==> src/rtl/cpu_pkg.sv <==
// Shared constants for the 8-bit, 4-register pipelined core.
// Used by ID, EX, the forwarding unit and the ID/EX pipeline register.
//   DATA_W  : operand / immediate / PC width
//   REG_AW  : register address width
//   ALUOP_W : ALU opcode width
//   alu_op_e: ALU opcode encodings decoded in ID and executed in EX
package cpu_pkg;

    localparam int DATA_W  = 8;
    localparam int REG_AW  = 2;
    localparam int ALUOP_W = 4;

    typedef enum logic [ALUOP_W-1:0] {
        ALU_ADD  = 4'h0,
        ALU_SUB  = 4'h1,
        ALU_AND  = 4'h2,
        ALU_OR   = 4'h3,
        ALU_XOR  = 4'h4,
        ALU_SLL  = 4'h5,
        ALU_SRL  = 4'h6,
        ALU_SLT  = 4'h7,
        ALU_PASS = 4'h8
    } alu_op_e;

endpackage

==> src/rtl/load_use_detect.sv <==
// Combinational load-use hazard detector.
// Flags a hazard when the instruction in EX is a valid load whose
// destination is a source actually read by the valid instruction in ID.
//   valid_id_i, uses_rs_i, uses_rt_i : ID instruction validity / operand use
//   rs_i, rt_i                       : ID source register addresses
//   valid_ex_i, mem_read_ex_i, rd_ex_i : EX instruction state
//   haz_o                            : load-use hazard
module load_use_detect #(
    parameter int REG_AW = cpu_pkg::REG_AW
) (
    input  logic              valid_id_i,
    input  logic              uses_rs_i,
    input  logic              uses_rt_i,
    input  logic [REG_AW-1:0] rs_i,
    input  logic [REG_AW-1:0] rt_i,
    input  logic              valid_ex_i,
    input  logic              mem_read_ex_i,
    input  logic [REG_AW-1:0] rd_ex_i,
    output logic              haz_o
);

    logic rs_match;
    logic rt_match;

    assign rs_match = uses_rs_i & (rs_i == rd_ex_i);
    assign rt_match = uses_rt_i & (rt_i == rd_ex_i);
    assign haz_o    = valid_ex_i & mem_read_ex_i & (rs_match | rt_match) & valid_id_i;

endmodule

==> src/rtl/id_ex_pipe.sv <==
// ID/EX pipeline register with load-use bubble insertion.
// Captures decoded control, register addresses and operands from ID and
// presents them to EX. A load-use hazard loads a bubble and raises
// Stall_ID; a taken branch (Flush_EX) loads a bubble without stalling;
// Hold freezes everything.
//   clk, rst            : clock, synchronous active-high reset
//   Hold, Flush_EX      : global freeze, branch flush
//   *_ID                : decoded instruction from ID
//   *_EX                : registered instruction presented to EX
//   Stall_ID            : combinational freeze request for PC and IF/ID
//   BubbleCnt           : saturating count of hazard bubbles
module id_ex_pipe #(
    parameter int DATA_W  = cpu_pkg::DATA_W,
    parameter int REG_AW  = cpu_pkg::REG_AW,
    parameter int ALUOP_W = cpu_pkg::ALUOP_W,
    parameter int CNT_W   = 16
) (
    input  logic               clk,
    input  logic               rst,
    input  logic               Hold,
    input  logic               Flush_EX,
    input  logic               Valid_ID,
    input  logic               RegWrite_ID,
    input  logic               MemRead_ID,
    input  logic               MemWrite_ID,
    input  logic               MemToReg_ID,
    input  logic               ALUSrc_ID,
    input  logic               UsesRs_ID,
    input  logic               UsesRt_ID,
    input  logic [ALUOP_W-1:0] ALUOp_ID,
    input  logic [REG_AW-1:0]  Rs_ID,
    input  logic [REG_AW-1:0]  Rt_ID,
    input  logic [REG_AW-1:0]  Rd_ID,
    input  logic [DATA_W-1:0]  ReadData1_ID,
    input  logic [DATA_W-1:0]  ReadData2_ID,
    input  logic [DATA_W-1:0]  Imm_ID,
    input  logic [DATA_W-1:0]  PC_ID,
    output logic               Valid_EX,
    output logic               RegWrite_EX,
    output logic               MemRead_EX,
    output logic               MemWrite_EX,
    output logic               MemToReg_EX,
    output logic               ALUSrc_EX,
    output logic [ALUOP_W-1:0] ALUOp_EX,
    output logic [REG_AW-1:0]  Rs_EX,
    output logic [REG_AW-1:0]  Rt_EX,
    output logic [REG_AW-1:0]  Rd_EX,
    output logic [DATA_W-1:0]  ReadData1_EX,
    output logic [DATA_W-1:0]  ReadData2_EX,
    output logic [DATA_W-1:0]  Imm_EX,
    output logic [DATA_W-1:0]  PC_EX,
    output logic               Stall_ID,
    output logic [CNT_W-1:0]   BubbleCnt
);

    // All stored fields travel as one packed word so a bubble is simply '0.
    localparam int STAGE_W = 6 + ALUOP_W + 3 * REG_AW + 4 * DATA_W;

    logic [STAGE_W-1:0] id_bundle;
    logic [STAGE_W-1:0] stage_q;
    logic [STAGE_W-1:0] stage_d;
    logic [CNT_W-1:0]   bubble_cnt_q;
    logic [CNT_W-1:0]   bubble_cnt_d;
    logic               haz;

    assign id_bundle = {Valid_ID, RegWrite_ID, MemRead_ID, MemWrite_ID, MemToReg_ID,
                        ALUSrc_ID, ALUOp_ID, Rs_ID, Rt_ID, Rd_ID,
                        ReadData1_ID, ReadData2_ID, Imm_ID, PC_ID};

    assign {Valid_EX, RegWrite_EX, MemRead_EX, MemWrite_EX, MemToReg_EX,
            ALUSrc_EX, ALUOp_EX, Rs_EX, Rt_EX, Rd_EX,
            ReadData1_EX, ReadData2_EX, Imm_EX, PC_EX} = stage_q;

    assign BubbleCnt = bubble_cnt_q;

    load_use_detect #(
        .REG_AW (REG_AW)
    ) u_load_use_detect (
        .valid_id_i    (Valid_ID),
        .uses_rs_i     (UsesRs_ID),
        .uses_rt_i     (UsesRt_ID),
        .rs_i          (Rs_ID),
        .rt_i          (Rt_ID),
        .valid_ex_i    (Valid_EX),
        .mem_read_ex_i (MemRead_EX),
        .rd_ex_i       (Rd_EX),
        .haz_o         (haz)
    );

    // A flush discards the ID instruction upstream, so the hazard is moot
    // and the fetch redirect must not be stalled.
    assign Stall_ID = Hold | (haz & ~Flush_EX);

    always_comb begin
        stage_d      = stage_q;
        bubble_cnt_d = bubble_cnt_q;
        if (!Hold) begin
            if (Flush_EX) begin
                stage_d = '0;
            end else if (haz) begin
                stage_d = '0;
                if (bubble_cnt_q != {CNT_W{1'b1}}) begin
                    bubble_cnt_d = bubble_cnt_q + CNT_W'(1);
                end
            end else begin
                stage_d = id_bundle;
            end
        end
    end

    always_ff @(posedge clk) begin
        if (rst) begin
            stage_q      <= '0;
            bubble_cnt_q <= '0;
        end else begin
            stage_q      <= stage_d;
            bubble_cnt_q <= bubble_cnt_d;
        end
    end

endmodule
==> config.mk <==
export PLATFORM = sky130hd
export DESIGN_NAME = id_ex_pipe
export DESIGN_NICKNAME = d
export VERILOG_FILES = /design/src/rtl/cpu_pkg.sv /design/src/rtl/load_use_detect.sv /design/src/rtl/id_ex_pipe.sv
export SDC_FILE = /design/constraint.sdc
export NUM_CORES = 1
export LEC_CHECK = 0
export CAP_MARGIN = 20
export CORE_MARGIN = 1.5
export CORE_UTILIZATION = 43
export CTS_CLUSTER_DIAMETER = 50
export DETAILED_ROUTE_END_ITERATION = 8
export PLACE_DENSITY_LB_ADDON = 0.05
export SLEW_MARGIN = 20
export SYNTH_ARGS = -nofsm -noshare
export SYNTH_HDL_FRONTEND = slang
export SYNTH_SLANG_ARGS = --single-unit
==> constraint.sdc <==
create_clock -name clk -period 3 [get_ports clk]
set_clock_uncertainty 0.05 [all_clocks]
set_input_delay 0.6 -clock clk [delete_from_list [all_inputs] [get_ports clk]]
set_output_delay 0.6 -clock clk [all_outputs]
set_load 0.05 [all_outputs]
## Word-level counts from Yosys, hierarchy flattened

Index checks and enable logic that the tools add are counted.
W data, S select, Z words.

- Register bits after elaboration: 64
- Bits of input ports: 54
- Output and inout bits: 65
- Logic and storage cells: 19

- Add/subtract/negate cells: 1
- Equal/unequal tests: 3
- Mux-type cells: 2
- Bitwise gates (word level): 10
- Reduce and logical (&&, ||, !) cells: 1

Operator list:

| cell | count |
|---|---|
| $mux W48 | 2 |
| $add A16 B1 Y16 const B | 1 |
| $ne A16 B16 Y1 const B | 1 |
| $and A1 B1 Y1 | 6 |
| $eq A2 B2 Y1 | 2 |
| $reduce_and A4 Y1 | 1 |
| $not A1 Y1 | 2 |
| $or A1 B1 Y1 | 2 |

## Logic depth before layout (Yosys ltp)

- Word-level depth: 7
- Depth in mapped cells: 7
- Depth with buffers taken out: 6

## Hierarchy

A second synthesis with hierarchy kept.

- Cells, all modules: 272
- Area, all modules: 2532.4 um^2

By module, submodules not included:

| module | times used | cells an instance | area each (um^2) | seq. area each (um^2) |
|---|---|---|---|---|
| id_ex_pipe | 1 | 264 | 2477.4 | 1281.2 |
| load_use_detect | 1 | 8 | 55.1 | 0.0 |

## Worst setup path before layout

Ideal clock, no wire load.

- Path kind: register to output
- Start point: reg stage_q[32]
- End point: out Stall_ID
- Arrival time: 1912 ps
- Data required time: 2350 ps
- Path slack: 438 ps
- Cell stages (with the launch flop): 6
- Buffers on the path: 1
- Cell sequence: dfxtp_1 -> xor2_1 -> a211oi_4 -> o21bai_2 -> clkbuf_1 -> nand2_1

- Longest elaborated chain between the ends: 7
- Elaborated cells between the ends (all ways): 9
- Those cells by class: eq/ne (2); bitwise (7)

Ends and longest elaborated chain:

| what | RTL line | source |
|---|---|---|
| start: declaration | id_ex_pipe.sv:60 | `logic [STAGE_W-1:0] stage_q;` |
| start signal: assignment | id_ex_pipe.sv:116 | `stage_q <= stage_d;` |
| $eq A2 B2 Y1, on equally long branches | load_use_detect.sv:25, load_use_detect.sv:26 |  |
| $and A1 B1 Y1, on equally long branches | load_use_detect.sv:25, load_use_detect.sv:26 |  |
| $or A1 B1 Y1 (*) | load_use_detect.sv:27 | `assign haz_o = valid_ex_i & mem_read_ex_i & (rs_match \| rt_match) & valid_id_i;` |
| $and A1 B1 Y1 (*) (2 in a row) | load_use_detect.sv:27 |  |
| $and A1 B1 Y1 (*) | id_ex_pipe.sv:92 | `assign Stall_ID = Hold \| (haz & ~Flush_EX);` |
| $or A1 B1 Y1 (*) | id_ex_pipe.sv:92 |  |
| end: declaration | id_ex_pipe.sv:52 | `output logic Stall_ID,` |

Mark *: on every way between the ends. The rest lies on a longest branch, timed or not.

## Final worst setup path

- Start point: in Rs_ID[1]
- End point: out Stall_ID

- Longest elaborated chain between the ends: 7

Ends and longest elaborated chain:

| what | RTL line | source |
|---|---|---|
| start: declaration | id_ex_pipe.sv:31 | `input logic [REG_AW-1:0] Rs_ID,` |
| $eq A2 B2 Y1 | load_use_detect.sv:25 | `assign rs_match = uses_rs_i & (rs_i == rd_ex_i);` |
| $and A1 B1 Y1 | load_use_detect.sv:25 |  |
| $or A1 B1 Y1 | load_use_detect.sv:27 |  |
| $and A1 B1 Y1 (2 in a row) | load_use_detect.sv:27 |  |
| $and A1 B1 Y1 | id_ex_pipe.sv:92 |  |
| $or A1 B1 Y1 | id_ex_pipe.sv:92 |  |

No other way between the ends.

==> results.md <==
* Status: completed
* Port bufs at 118
* Row cnt at 27
* Final layout net count at 402
* First-pass GRT wire length at 10.7 mm
* Reg-to-reg slack, setup at 0.87 ns
* Global route overflow at 0
* Die Ht at 78.5 µm
* Synth Cell Area at 2450 µm²
* Routed wl met3 at 563 µm
* Unrepaired setup endpoints after global routing: false
* CP max stage cell: clkdlybuf4s50_1
* Seq/Total Area, Yosys at 52.2%
* Syn Area/Cell at 10.8 µm²
* Footprint of the multi-input gates at 1110 µm²
* H-tree levels at 3
* Largest net degree at the start of global routing at 48
* Clk sink count at 64
* Max-slew violations at 0
* Most frequent cells in the layout: 117 x clkdlybuf4s50_1, 64 x dfxtp_1, 47 x a22o_1
* Critical path class: input port to output port
* Power density cells at 515 nW/µm²
* Critical-path maximum fanout at 13
* Register Area at 1280 µm²
* Register bit total from synthesis at 64
* CP required at 2.35 ns
* Vias at 2290
* Pre-CTS WS at 0.107 ns
* Worst Hold Endpoint: stage_q[21]$_SDFFE_PP0N_
* M1 wire length at 2.75 mm
* Final setup margin at 0.261 ns
* Initial antenna violation count at 0
* R2r startpoint: BubbleCnt[0]$_SDFFE_PP0P_
* WP data arrival at 2.09 ns
* Worst slew pin tran at 1.07 ns
* ANT nets after route at 0
* Yosys warns at 0
* Hold Path Depth at 1
* Worst setup EP type: output port
* DRT iter0 DRCs at 105
* Drt pass-1 iters at 4
* Number of global-route vias before repair at 2225
* Worst path cell trace: clkdlybuf4s50_1, or2_1, a211oi_2, o21bai_4, nand2_1, buf_4
* Chip width at 78.5 µm
* GPL Wtd Cong at 0.909
* Syn nets at 283
* Total GRT Usage at 21.8%
* IR drop worst, VDD at 0.000315 V
* Distinct cells, synth at 39
* Leakage at 1.44 nW
* Antenna diodes at 0
* Worst skew pair latency at 0.33 ns
* Drt drc at 0
* Fin crit period at 2.74 ns
* Max Clk Rate at 0.365 GHz
* Post-DP HPWL at 4.40 mm
* Core region area at 5510 µm²
* Vias per cell at 5.41
* Post-Syn Instances at 228
* CTS clk-pin slew, worst paths at 0.06 ns
* Layout cell share with drive strength beyond 1 at 8.83%
* Total length of routed wires at 6.42 mm
* Fill cells at 430
* Rel. slew slack at 28.8%
* Commonest non-fill, non-tap cell in the layout: clkdlybuf4s50_1
* TritonCTS clock tree: done
* Setup violators final at 0
* HP Start: stage_q[21]$_SDFFE_PP0N_
* HP Class: flop to flop
* Area grow syn2layout at 61.3%
* Max_cap viols at 0
* IO Count at 119
* Starting density of the core at 44.5%
* Startpoint types: input port
* Max Root-Sink Buffers at 2
* Worst path max stage delay at 0.44 ns
* Die area at 6170 µm²
* WL/cell at 15.2 µm
* Post-CTS setup buffer count at 0
* Worst r2r dst: BubbleCnt[0]$_SDFFE_PP0P_
* Setup TNS at 0 ns
* DR top layer: met4
* Reg2reg path depth at 6
* Met2 WL post-DR at 3.04 mm
* Final period util at 91.3%
* Total CTS buffers at 9
* Final hold violations at 0
* Root Driver: clkbuf_8
## worst max path at each step
| stage | start | end | slack, ns | depth (start not counted) |
|---|---|---|---|---|
| 2_1_floorplan | stage_q[32]$_SDFFE_PP0N_ | Stall_ID | 0.44 | 5 |
| 3_3_place_gp | Rt_ID[0] | Stall_ID | 0.11 | 6 |
| 3_5_place_dp | Rt_ID[0] | Stall_ID | 0.11 | 6 |
| 4_1_cts | Rt_ID[0] | Stall_ID | 0.10 | 6 |
| 5_1_grt | Rt_ID[0] | Stall_ID | 0.15 | 6 |
| 6_report | Rs_ID[1] | Stall_ID | 0.26 | 6 |
## final cells by class
| class | instances | share of cell area (%) |
|---|---|---|
| inverters | 1 | 0.0949 |
| multi-input cells | 148 | 28.1 |
| clock inverters | 2 | 1.52 |
| clock buffers | 13 | 4.52 |
| well taps | 72 | 2.28 |
| repair buffers | 123 | 31.1 |
| flip-flops and latches | 64 | 32.4 |
## report_power, final
part / total [W] / internal [W] / switching [W]
Sequential: 0.000891 / 0.000875 / 0.0000156
Clock: 0.000864 / 0.000555 / 0.000309
Combinational: 0.000282 / 0.000131 / 0.000151
Total: 0.00204 / 0.00156 / 0.000475
## flip-flops by register name, summed over array words and instances, names as in the netlist
| name | flops |
|---|---|
| stage_q | 48 |
| BubbleCnt | 16 |
## cell usage after synthesis
cell type	number	area [µm²]
dfxtp_1	64	1280
a22o_1	47	412
a21oi_1	11	55.1
clkbuf_1	8	30.0
nand3_1	8	40.0
nor2_1	8	30.0
o21ai_0	7	35.0
or3_1	7	43.8
nand2_1	6	22.5
nor2b_1	6	37.5
mux2_1	5	56.3
nand4_1	5	31.3
and4_1	3	26.3
buf_2	3	15.0
buf_4	3	22.5
nand2b_1	3	18.8
nor4_1	3	18.8
o31ai_1	3	22.5
or4_1	3	22.5
and3_1	2	12.5
nor4_2	2	25.0
o2111ai_1	2	17.5
o211ai_1	2	15.0
xor2_1	2	17.5
a211oi_2	1	12.5
a211oi_4	1	20.0
and2_1	1	6.26
buf_6	1	11.3
ha_1	1	12.5
inv_1	1	3.75
mux2i_1	1	10.0
nor2_2	1	6.26
nor3_1	1	5.00
nor3_2	1	10.0
nor4b_2	1	15.0
o21ai_1	1	5.00
o21bai_2	1	11.3
or2_1	1	6.26
or2_4	1	8.76
## metrics by stage
stage	total power [W]	hold WS (ns)	util, %	instances	instance area (µm²)
after CTS	0.00206	0.428	71.7	423	3950
after detailed placement	0.00119	0.407	67.3	408	3710
final	0.00204	0.425	71.8	423	3960
after global routing	0.00211	0.443	71.8	423	3960
after global placement	0.00119	0.405	67.3	408	3710
after floorplan	0.00105	0.662	-	228	2450
## critical path, delay by kind of cell
kind                   cells  cell delay (ns)
AOI/OAI and AO/OA          2             0.52
and+or+nand+nor            2             0.34
buffers and inverters      2             0.63
## routing by layer
metal / global-route usage, % / vias up
met5: 0 / -
met4: 7.68 / 0
met3: 8.37 / 7
met2: 32.9 / 95
met1: 28.1 / 1077
li1: - / 1111
## logic make-up after synthesis
family	share of synthesized area, %
muxes	2.70
DFF	52.2
adders and majority gates	0.510
buffers and inverters	3.37
and+or+nand+nor	15.8
AOI/OAI and AO/OA	24.7
xor gates and xnor gates	0.714
## what timing repair did
| item | 4_1_cts | 5_1_grt |
|---|---|---|
| hold buffers | 0 | 0 |
| endpoints found under the setup margin | 0 | 1 |
| gates resized for setup | 0 | 1 |
(Power assumes the default switching activity.)
